==> config.mk <==
export PLATFORM = sky130hd
export DESIGN_NAME = calc_key_engine
export DESIGN_NICKNAME = d
export VERILOG_FILES = /design/src/rtl/calc_pkg.sv /design/src/rtl/calc_alu.sv /design/src/rtl/calc_key_engine.sv
export SDC_FILE = /design/constraint.sdc
export NUM_CORES = 1
export LEC_CHECK = 0
export CAP_MARGIN = 20
export CORE_MARGIN = 5
export CORE_UTILIZATION = 45
export CTS_BUF_LIST = sky130_fd_sc_hd__clkbuf_2
export CTS_CLUSTER_SIZE = 14
export DETAILED_ROUTE_END_ITERATION = 16
export PLACE_DENSITY = 0.7
export SYNTH_ARGS = -nofsm -noshare
export SYNTH_HDL_FRONTEND = slang
export SYNTH_HIERARCHICAL = 1
export SYNTH_SLANG_ARGS = --single-unit
==> constraint.sdc <==
create_clock -name clk -period 12.9 [get_ports clk]
set_input_delay 2.58 -clock clk [delete_from_list [all_inputs] [get_ports clk]]
set_output_delay 2.58 -clock clk [all_outputs]
set_load 0.1 [all_outputs]
==> src/rtl/calc_pkg.sv <==
// Shared types for the keypad calculator: key codes, operator and state encodings,
// and the key decoder used by calc_key_engine.
package calc_pkg;

    localparam logic [4:0] KEY_ADD = 5'h10;
    localparam logic [4:0] KEY_MUL = 5'h11;
    localparam logic [4:0] KEY_AND = 5'h12;
    localparam logic [4:0] KEY_EXE = 5'h13;
    localparam logic [4:0] KEY_SUB = 5'h14;
    localparam logic [4:0] KEY_OR  = 5'h15;
    localparam logic [4:0] KEY_CE  = 5'h16;
    localparam logic [4:0] KEY_CLR = 5'h17;

    typedef enum logic [2:0] {
        OP_NONE = 3'd0,
        OP_ADD  = 3'd1,
        OP_SUB  = 3'd2,
        OP_MUL  = 3'd3,
        OP_AND  = 3'd4,
        OP_OR   = 3'd5
    } op_t;

    typedef enum logic [2:0] {
        S_A    = 3'd0,
        S_B    = 3'd1,
        S_CALC = 3'd2,
        S_RES  = 3'd3,
        S_ERR  = 3'd4
    } state_t;

    typedef struct packed {
        logic       is_digit;
        logic       is_op;
        logic       is_exe;
        logic       is_ce;
        logic       is_clr;
        logic [3:0] digit;
        op_t        op;
    } key_dec_t;

    function automatic op_t key_to_op(input logic [4:0] code);
        case (code)
            KEY_ADD: return OP_ADD;
            KEY_SUB: return OP_SUB;
            KEY_MUL: return OP_MUL;
            KEY_AND: return OP_AND;
            KEY_OR:  return OP_OR;
            default: return OP_NONE;
        endcase
    endfunction

    // Codes 0x18-0x1F decode to nothing and are therefore ignored.
    function automatic key_dec_t decode_key(input logic [4:0] code);
        key_dec_t k;
        k.digit    = code[3:0];
        k.op       = key_to_op(code);
        k.is_digit = ~code[4];
        k.is_op    = (k.op != OP_NONE);
        k.is_exe   = (code == KEY_EXE);
        k.is_ce    = (code == KEY_CE);
        k.is_clr   = (code == KEY_CLR);
        return k;
    endfunction

endpackage

==> src/rtl/calc_alu.sv <==
// Combinational two-operand ALU; overflow is carry, borrow, or any nonzero
// high product bit depending on the operator.
module calc_alu
    import calc_pkg::*;
#(
    parameter int WIDTH = 16
) (
    input  logic [WIDTH-1:0] a_i,
    input  logic [WIDTH-1:0] b_i,
    input  op_t              op_i,
    output logic [WIDTH-1:0] result_o,
    output logic             ovf_o
);

    logic [WIDTH:0]     sum;
    logic [WIDTH:0]     diff;
    logic [2*WIDTH-1:0] prod;

    assign sum  = {1'b0, a_i} + {1'b0, b_i};
    assign diff = {1'b0, a_i} - {1'b0, b_i};
    assign prod = {{WIDTH{1'b0}}, a_i} * {{WIDTH{1'b0}}, b_i};

    always_comb begin
        result_o = '0;
        ovf_o    = 1'b0;
        case (op_i)
            OP_ADD: begin
                result_o = sum[WIDTH-1:0];
                ovf_o    = sum[WIDTH];
            end
            OP_SUB: begin
                result_o = diff[WIDTH-1:0];
                ovf_o    = diff[WIDTH];
            end
            OP_MUL: begin
                result_o = prod[WIDTH-1:0];
                ovf_o    = |prod[2*WIDTH-1:WIDTH];
            end
            OP_AND:  result_o = a_i & b_i;
            OP_OR:   result_o = a_i | b_i;
            default: result_o = '0;
        endcase
    end

endmodule

==> src/rtl/calc_key_engine.sv <==
// Two-operand keypad calculator driven by the grid cursor's key pulses.
// Define CALC_OVF_LOCK_EN to trap overflowing results in S_ERR until CLR.
module calc_key_engine
    import calc_pkg::*;
#(
    parameter int WIDTH = 16
) (
    input  logic             clk,
    input  logic             rst_n,
    input  logic             key_valid,
    input  logic [4:0]       key_code,
    input  logic             base_dec,
    output logic             restriction,
    output logic [WIDTH-1:0] display_val,
    output logic [2:0]       op_pending,
    output logic             result_valid,
    output logic             overflow,
    output logic             busy
);

    state_t           state_q, state_d;
    logic [WIDTH-1:0] a_q, a_d;
    logic [WIDTH-1:0] b_q, b_d;
    logic [WIDTH-1:0] display_val_q, display_val_d;
    op_t              op_pending_q, op_pending_d;
    op_t              chain_op_q, chain_op_d;
    logic             overflow_q, overflow_d;
    logic             result_valid_q, result_valid_d;
    logic             restriction_q, restriction_d;
    logic             entry_empty_q, entry_empty_d;

    key_dec_t         kd;
    logic             act;
    logic             digit_ok;
    logic             fits;
    logic [WIDTH-1:0] cur;
    logic [WIDTH+3:0] ext;
    logic [WIDTH-1:0] entry_val;
    logic [WIDTH-1:0] alu_r;
    logic             alu_ovf;

    assign busy = (state_q == S_CALC);
    assign kd   = decode_key(key_code);
    assign act  = key_valid & ~busy;
    assign cur  = (state_q == S_B) ? b_q : a_q;

    // Four spare bits catch any digit that would push the operand past 2^WIDTH-1.
    always_comb begin
        ext = '0;
        if (restriction_q)
            ext = ({4'b0, cur} * (WIDTH+4)'(10)) + (WIDTH+4)'(kd.digit);
        else
            ext = {cur, kd.digit};
    end

    assign entry_val = ext[WIDTH-1:0];
    assign fits      = (ext[WIDTH+3:WIDTH] == 4'd0);
    assign digit_ok  = kd.is_digit & ~(restriction_q & (kd.digit > 4'd9));

    calc_alu #(.WIDTH(WIDTH)) u_alu (
        .a_i      (a_q),
        .b_i      (b_q),
        .op_i     (op_pending_q),
        .result_o (alu_r),
        .ovf_o    (alu_ovf)
    );

    always_comb begin
        state_d        = state_q;
        a_d            = a_q;
        b_d            = b_q;
        display_val_d  = display_val_q;
        op_pending_d   = op_pending_q;
        chain_op_d     = chain_op_q;
        overflow_d     = overflow_q;
        result_valid_d = 1'b0;
        entry_empty_d  = entry_empty_q;
        // Base only follows the request before the first digit of operand A.
        restriction_d  = (state_q == S_A && entry_empty_q) ? base_dec : restriction_q;

        case (state_q)
            S_A: begin
                if (act) begin
                    if (digit_ok && fits) begin
                        a_d           = entry_val;
                        display_val_d = entry_val;
                        entry_empty_d = 1'b0;
                    end else if (kd.is_op) begin
                        op_pending_d  = kd.op;
                        b_d           = '0;
                        entry_empty_d = 1'b1;
                        state_d       = S_B;
                    end else if (kd.is_ce) begin
                        a_d           = '0;
                        display_val_d = '0;
                        entry_empty_d = 1'b1;
                    end
                end
            end
            S_B: begin
                if (act) begin
                    if (digit_ok && fits) begin
                        b_d           = entry_val;
                        display_val_d = entry_val;
                        entry_empty_d = 1'b0;
                    end else if (kd.is_op) begin
                        if (entry_empty_q) begin
                            op_pending_d = kd.op;
                        end else begin
                            chain_op_d = kd.op;
                            state_d    = S_CALC;
                        end
                    end else if (kd.is_exe) begin
                        state_d = S_CALC;
                    end else if (kd.is_ce) begin
                        b_d           = '0;
                        display_val_d = '0;
                        entry_empty_d = 1'b1;
                    end
                end
            end
            S_CALC: begin
                a_d            = alu_r;
                display_val_d  = alu_r;
                overflow_d     = alu_ovf;
                result_valid_d = 1'b1;
                state_d        = S_RES;
`ifdef CALC_OVF_LOCK_EN
                if (alu_ovf) begin
                    display_val_d = '1;
                    state_d       = S_ERR;
                end
`endif
            end
            S_RES: begin
                // A chained operator from S_B takes priority over any new key.
                if (chain_op_q != OP_NONE) begin
                    op_pending_d  = chain_op_q;
                    chain_op_d    = OP_NONE;
                    b_d           = '0;
                    entry_empty_d = 1'b1;
                    state_d       = S_B;
                end else if (act) begin
                    if (digit_ok) begin
                        a_d           = {{(WIDTH-4){1'b0}}, kd.digit};
                        display_val_d = {{(WIDTH-4){1'b0}}, kd.digit};
                        overflow_d    = 1'b0;
                        entry_empty_d = 1'b0;
                        state_d       = S_A;
                    end else if (kd.is_op) begin
                        op_pending_d  = kd.op;
                        b_d           = '0;
                        entry_empty_d = 1'b1;
                        state_d       = S_B;
                    end else if (kd.is_exe) begin
                        state_d = S_CALC;
                    end else if (kd.is_ce) begin
                        a_d           = '0;
                        display_val_d = '0;
                        entry_empty_d = 1'b1;
                        state_d       = S_A;
                    end
                end
            end
            S_ERR: begin
                state_d = S_ERR;
            end
            default: state_d = S_A;
        endcase

        if (act && kd.is_clr) begin
            state_d       = S_A;
            a_d           = '0;
            b_d           = '0;
            display_val_d = '0;
            op_pending_d  = OP_NONE;
            chain_op_d    = OP_NONE;
            overflow_d    = 1'b0;
            entry_empty_d = 1'b1;
        end
    end

    always_ff @(posedge clk or negedge rst_n) begin
        if (!rst_n) begin
            state_q        <= S_A;
            a_q            <= '0;
            b_q            <= '0;
            display_val_q  <= '0;
            op_pending_q   <= OP_NONE;
            chain_op_q     <= OP_NONE;
            overflow_q     <= 1'b0;
            result_valid_q <= 1'b0;
            restriction_q  <= 1'b0;
            entry_empty_q  <= 1'b1;
        end else begin
            state_q        <= state_d;
            a_q            <= a_d;
            b_q            <= b_d;
            display_val_q  <= display_val_d;
            op_pending_q   <= op_pending_d;
            chain_op_q     <= chain_op_d;
            overflow_q     <= overflow_d;
            result_valid_q <= result_valid_d;
            restriction_q  <= restriction_d;
            entry_empty_q  <= entry_empty_d;
        end
    end

    assign restriction  = restriction_q;
    assign display_val  = display_val_q;
    assign op_pending   = op_pending_q;
    assign result_valid = result_valid_q;
    assign overflow     = overflow_q;

endmodule

==> results of run 1 <==
cell type report:
class,count,area [sq um]
inverter,289,1080
multi-input combinational,1549,13100
fill,3518,18600
sequential,61,1530
tap,461,577
clock inverter,5,52.6
clock buffer,10,50.0
timing repair buffer,45,410
state kept, by name, summed over array words and instances (netlist names):
signal and count:
op_pending 3, restriction 1, b_q 16, entry_empty_q 1
a_q 16, chain_op_q 3, result_valid 1, state_q 3
display_val 16, overflow 1
worst max-delay path by stage:
stage                     slack, ns                    to  cells past startpoint
after floorplan                6.15  overflow$_DFFE_PN0P_                     25
after global placement         5.33  overflow$_DFFE_PN0P_                     24
after detailed placement       5.20  overflow$_DFFE_PN0P_                     24
after CTS                      5.17  overflow$_DFFE_PN0P_                     24
after global routing           4.78  overflow$_DFFE_PN0P_                     24
final                          5.11  overflow$_DFFE_PN0P_                     24
cells by family after synthesis:
| family | Yosys count | share of synthesized area |
|---|---|---|
| flip-flops | 61 | 0.0950 |
| adder cells (fa/ha/maj) | 380 | 0.388 |
| AND/OR/NAND/NOR | 637 | 0.176 |
| buffers and inverters | 383 | 0.0924 |
| multiplexers | 29 | 0.0195 |
| XOR/XNOR | 65 | 0.0354 |
| AO/OA/AOI/OAI | 438 | 0.194 |
metrics by stage:
step | util | instances
floorplan | - | 1993
global placement | 0.471 | 2405
detailed placement | 0.471 | 2405
CTS | 0.474 | 2420
global route | 0.474 | 2420
finish | 0.474 | 2420
worst reg2reg max path, stage by stage (launching register included):
cell       delay, ns
dfrtp_1         0.61
inv_1           0.60
nor2_1          0.16
fa_1            0.56
inv_1           0.06
fa_1            0.53
inv_1           0.05
fa_1            0.53
fa_1            0.46
fa_1            0.55
inv_1           0.05
fa_1            0.52
inv_1           0.04
ha_1            0.37
a21oi_1         0.20
o21ai_1         0.09
a21oi_1         0.13
nand2_1         0.12
a311oi_2        0.47
mux2i_1         0.19
nor4_4          0.28
o2111ai_1       0.16
o41a_1          0.50
a2bb2oi_1       0.21
a32o_1          0.26
cell usage after synthesis, drive strengths merged (9+ instances only):
master	number
inv	281
nand2	234
nor2	232
fa	198
ha	182
a21oi	120
o21ai	89
clkbuf	81
dfrtp	60
xnor2	47
nor3	42
a21o	24
nor2b	23
nand3	21
and2	18
mux2	18
xor2	18
a31oi	16
a221o	15
nand2b	15
o211ai	15
a211oi	14
or3	14
buf	13
mux2i	11
o22ai	11
o31ai	11
and3	10
o22a	10
o2bb2ai	10
a22oi	9
routing by layer:
layer,up-vias,share of wire,GRT usage
li1,6580,-,-
met1,7176,0.42,0.368
met2,718,0.46,0.431
met3,131,0.079,0.0325
met4,0,0.036,0.0935
met5,-,0,0
==> results.cfg, run 1 <==
[grt]
grt_max_degree = 62
grt_overflow = 0
grt_pass1_wl_mm = 83.0
grt_pass1_vias = 14835
antenna_found_initial = 0
gr-usage-all-layers = 0.265

[floorplanning]
die_h_um = 199
die_x_um = 199
core_area_sq_um = 35400
num_rows = 69
ios = 32
dieArea_sq_um = 39600
start_util = 0.454

[sta]
worst_slack_ns = 5.11
grt_setup_unrepaired = false
holdWs_ns = 0.555
fin_crit_sh = 0.604
final_hold_viol_count = 0
fin_setup_tns_ns = 0
relSlewSlack = 0.240
worst_slew_pin_slew_ns = 1.14
setup_violations = 0
fmax_ghz = 0.128
period_minus_slack_ns = 7.79
skew_ns = 0.0246
finalMaxSlewViolations = 0

[clock_network]
cts_buffers = 9
cts_hold_buffers = 0
postCtsSetupBuffers = 0
root_buffer = clkbuf_2
cts_resized = 0
clk_latency_ns = 0.54
cts_sinks = 61
cts_max_level = 3
cts.reportedPaths.clkPinSlew_ns = 0.20
clock_path_buffers = 2
cts_tree = yes

[final_layout]
area_growth_pct = 4.34
diodes = 0
nets = 2344
mostFrequentLayoutCells = inv_1 (280), nand2_1 (234), nor2_1 (231)
layout-drive-gt1-share = 0.0490
design_area_sq_um = 16800
layout_commonest_cell = inv_1

[drt]
wirelength_mm = 52.7
firstDrtPassIters = 9
via_per_inst = 6.04
wl_per_cell_um = 21.8
drc_errors = 0
drtIter0Drc = 1502
vias = 14605
ant_nets = 0

[critical_path]
cp.arrival_ns = 8.26
path_buf_inv = 5
r2r-end = overflow$_DFFE_PN0P_
worstPathRequired_ns = 13.36
reg2regPathDepth = 24
cp_slowest_stage_delay_ns = 0.61
rrSetupSlack_ns = 5.11
cpMostUsedCell = fa_1
end_kind = flip-flop
worstPathCellList = inv_1, nor2_1, fa_1, inv_1, fa_1, inv_1, fa_1, fa_1, fa_1, inv_1, fa_1, inv_1, ha_1, a21oi_1, o21ai_1, a21oi_1, nand2_1, a311oi_2, mux2i_1, nor4_4, o2111ai_1, o41a_1, a2bb2oi_1, a32o_1
r2r-start = b_q[6]$_DFFE_PN0P_
start_kind = flip-flop
crit_start = b_q[6]$_DFFE_PN0P_
crit_type = flip-flop to flip-flop
slowest_stage = dfrtp_1
crit_fanout = 12
crit_family = adder cells

[hold_path]
hold_depth = 1
holdCritStartpoint = display_val[7]$_DFFE_PN0P_
hold_end = display_val[7]$_DFFE_PN0P_
min_path_type = flip-flop to flip-flop

[synth]
synth.yosys.seq_area_share = 0.0950
synth-edff-count = 0
ys_ff_latch = 61
synth_largest_area_cell = fa_1
ys_async_sr_fraction = 1.00
ys.flop_type = dfrtp_1
yosysWarnings = 6
syn_area_per_cell_sq_um = 8.07
synth_cells = 1993
synthesis.nets = 2382
synthTopCellsByArea = fa_1 (25%), ha_1 (14%), dfrtp_1 (9.3%)
yosysUniqueCellTypes = 98
synth_top_area_frac = 0.247
synthesis.area_sq_um = 16100

[placed_design]
place_congestion = 1.02
port_buffers = 31
place_ws_ns = 5.20
dpl.hpwl_mm = 41.4
postPlaceCellArea_sq_um = 16700

[flow_run]
max_cap_violations = 0

[outcome]
status = finished clean
Power of run 1 is not shown: default switching activity piles up to over one toggle a cycle in this logic, so the estimate is an artifact.
==> run 2, diff against run 1 <==
PLACE_DENSITY = 0.72   (was 0.7)
clock period = 6.7 ns   (was 12.9 ns; I/O delays follow)
==> results.cfg, run 2 (synthesis results as in run 1) <==
[outcome]
status = finished with violations
violations = negative setup slack

[critical_path]
reg2regPathDepth = 24
rrSetupSlack_ns = -0.05
r2r-end = overflow$_DFFE_PN0P_
start_kind = flip-flop
crit_type = flip-flop to flip-flop
setup.worst_path.end = overflow$_DFFE_PN0P_
r2r-start = b_q[9]$_DFFE_PN0P_
crit_start = b_q[9]$_DFFE_PN0P_
cp.arrival_ns = 7.24
worstPathRequired_ns = 7.19
crit_fanout = 4
end_kind = flip-flop

[drt]
firstDrtPassIters = 6
via_per_inst = 5.95
vias = 15737
drc_errors = 0
ant_nets = 0
drtIter0Drc = 1639
wl_per_cell_um = 21.4
wirelength_mm = 56.6

[final_layout]
layout_commonest_cell = inv_1
area_growth_pct = 18.3
layout-drive-gt1-share = 0.186
final_cells = 2646
nets = 2568
mostFrequentLayoutCells = inv_1 (266), nand2_1 (227), nor2_1 (225)

[placed_design]
place_inst = 2598
dpl.hpwl_mm = 45.6
place_congestion = 1.00
port_buffers = 31
place_ws_ns = -0.409

[floorplanning]
die_h_um = 199
core_area_sq_um = 35400
ios = 32
start_util = 0.454
num_rows = 69
dieArea_sq_um = 39600
die_x_um = 199

[sta]
finalMaxSlewViolations = 0
fin_setup_tns_ns = -0.0513
worst_slack_ns = -0.0513
grt_setup_unrepaired = true
setup_violations = 1
skew_ns = 0.0291
holdWs_ns = 0.545
period_minus_slack_ns = 6.75
relSlewSlack = 0.301
fin_crit_sh = 1.01
final_hold_viol_count = 0
worst_slew_pin_slew_ns = 1.05
fmax_ghz = 0.148

[clock_network]
root_buffer = clkbuf_2
cts.reportedPaths.clkPinSlew_ns = 0.19
cts_buffers = 9
cts_tree = yes
cts_max_level = 3
cts_hold_buffers = 0
clock_path_buffers = 2
cts_sinks = 61
clk_latency_ns = 0.59

[hold_path]
hold_depth = 1
min_path_type = flip-flop to flip-flop

[grt]
grt_pass1_vias = 15568
antenna_found_initial = 1
gr-usage-all-layers = 0.281
grt_max_degree = 62
grt_overflow = 0
grt_pass1_wl_mm = 87.5

[flow_run]
max_cap_violations = 0
-- run 2: critical path: stages, from the launching register on --
cell and delay, ns:
dfrtp_2 0.49, buf_4 0.16, ha_4 0.16, fa_1 0.53, inv_1 0.06, fa_1 0.50, fa_1 0.59, fa_1 0.44
fa_1 0.50, inv_1 0.06, fa_1 0.56, ha_4 0.22, a21o_1 0.19, a21o_1 0.20, buf_4 0.14, buf_4 0.13
nor3_2 0.11, a21oi_1 0.09, nor2_1 0.15, xnor2_1 0.12, nor4_4 0.24, o2111ai_2 0.14, o41a_1 0.48, a2bb2oi_2 0.16
a32o_1 0.25
-- run 2: worst min path at each step --
| stage | startpoint | slack [ns] | endpoint |
|---|---|---|---|
| after floorplan | b_q[13]$_DFFE_PN0P_ | 0.51 | b_q[13]$_DFFE_PN0P_ |
| after global placement | display_val[10]$_DFFE_PN0P_ | 0.50 | display_val[10]$_DFFE_PN0P_ |
| after detailed placement | display_val[10]$_DFFE_PN0P_ | 0.50 | display_val[10]$_DFFE_PN0P_ |
| after CTS | display_val[10]$_DFFE_PN0P_ | 0.55 | display_val[10]$_DFFE_PN0P_ |
| after global routing | display_val[10]$_DFFE_PN0P_ | 0.58 | display_val[10]$_DFFE_PN0P_ |
| final | display_val[10]$_DFFE_PN0P_ | 0.54 | display_val[10]$_DFFE_PN0P_ |
-- run 2: final cells by class --
class | count | area, sq um
fillers | 3312 | 16400
flip-flops and latches | 61 | 1540
clock buffers | 9 | 45.0
inverters | 289 | 1100
multi-input cells | 1549 | 13500
well taps | 461 | 577
clock inverters | 6 | 65.1
repair buffers | 269 | 2210
diodes | 2 | 5.00
-- run 2: repair_timing --
item | CTS | global route
cloned | 0 | 0
pin swaps | 21 | 66
setup buffers | 13 | 20
gates resized for setup | 47 | 71
endpoints found under the setup margin | 3 | 10
endpoints found under the hold margin | 0 | 0
-- run 2: per-layer routing --
layer / up-vias / GRT usage / wire (um)
li1: 7037 / - / -
met1: 7652 / 0.380 / 23400
met3: 179 / 0.0364 / 4520
met2: 869 / 0.456 / 25800
met5: - / 0 / 0
met4: 0 / 0.120 / 2880
-- run 2: metrics by stage --
stage                     area, sq um   util
after floorplan                 16100      -
after global placement          18100  0.512
after detailed placement        18100  0.512
after CTS                       18600  0.524
after global routing            19000  0.537
final                           19000  0.537
Power of run 2 is left out for the same reason.
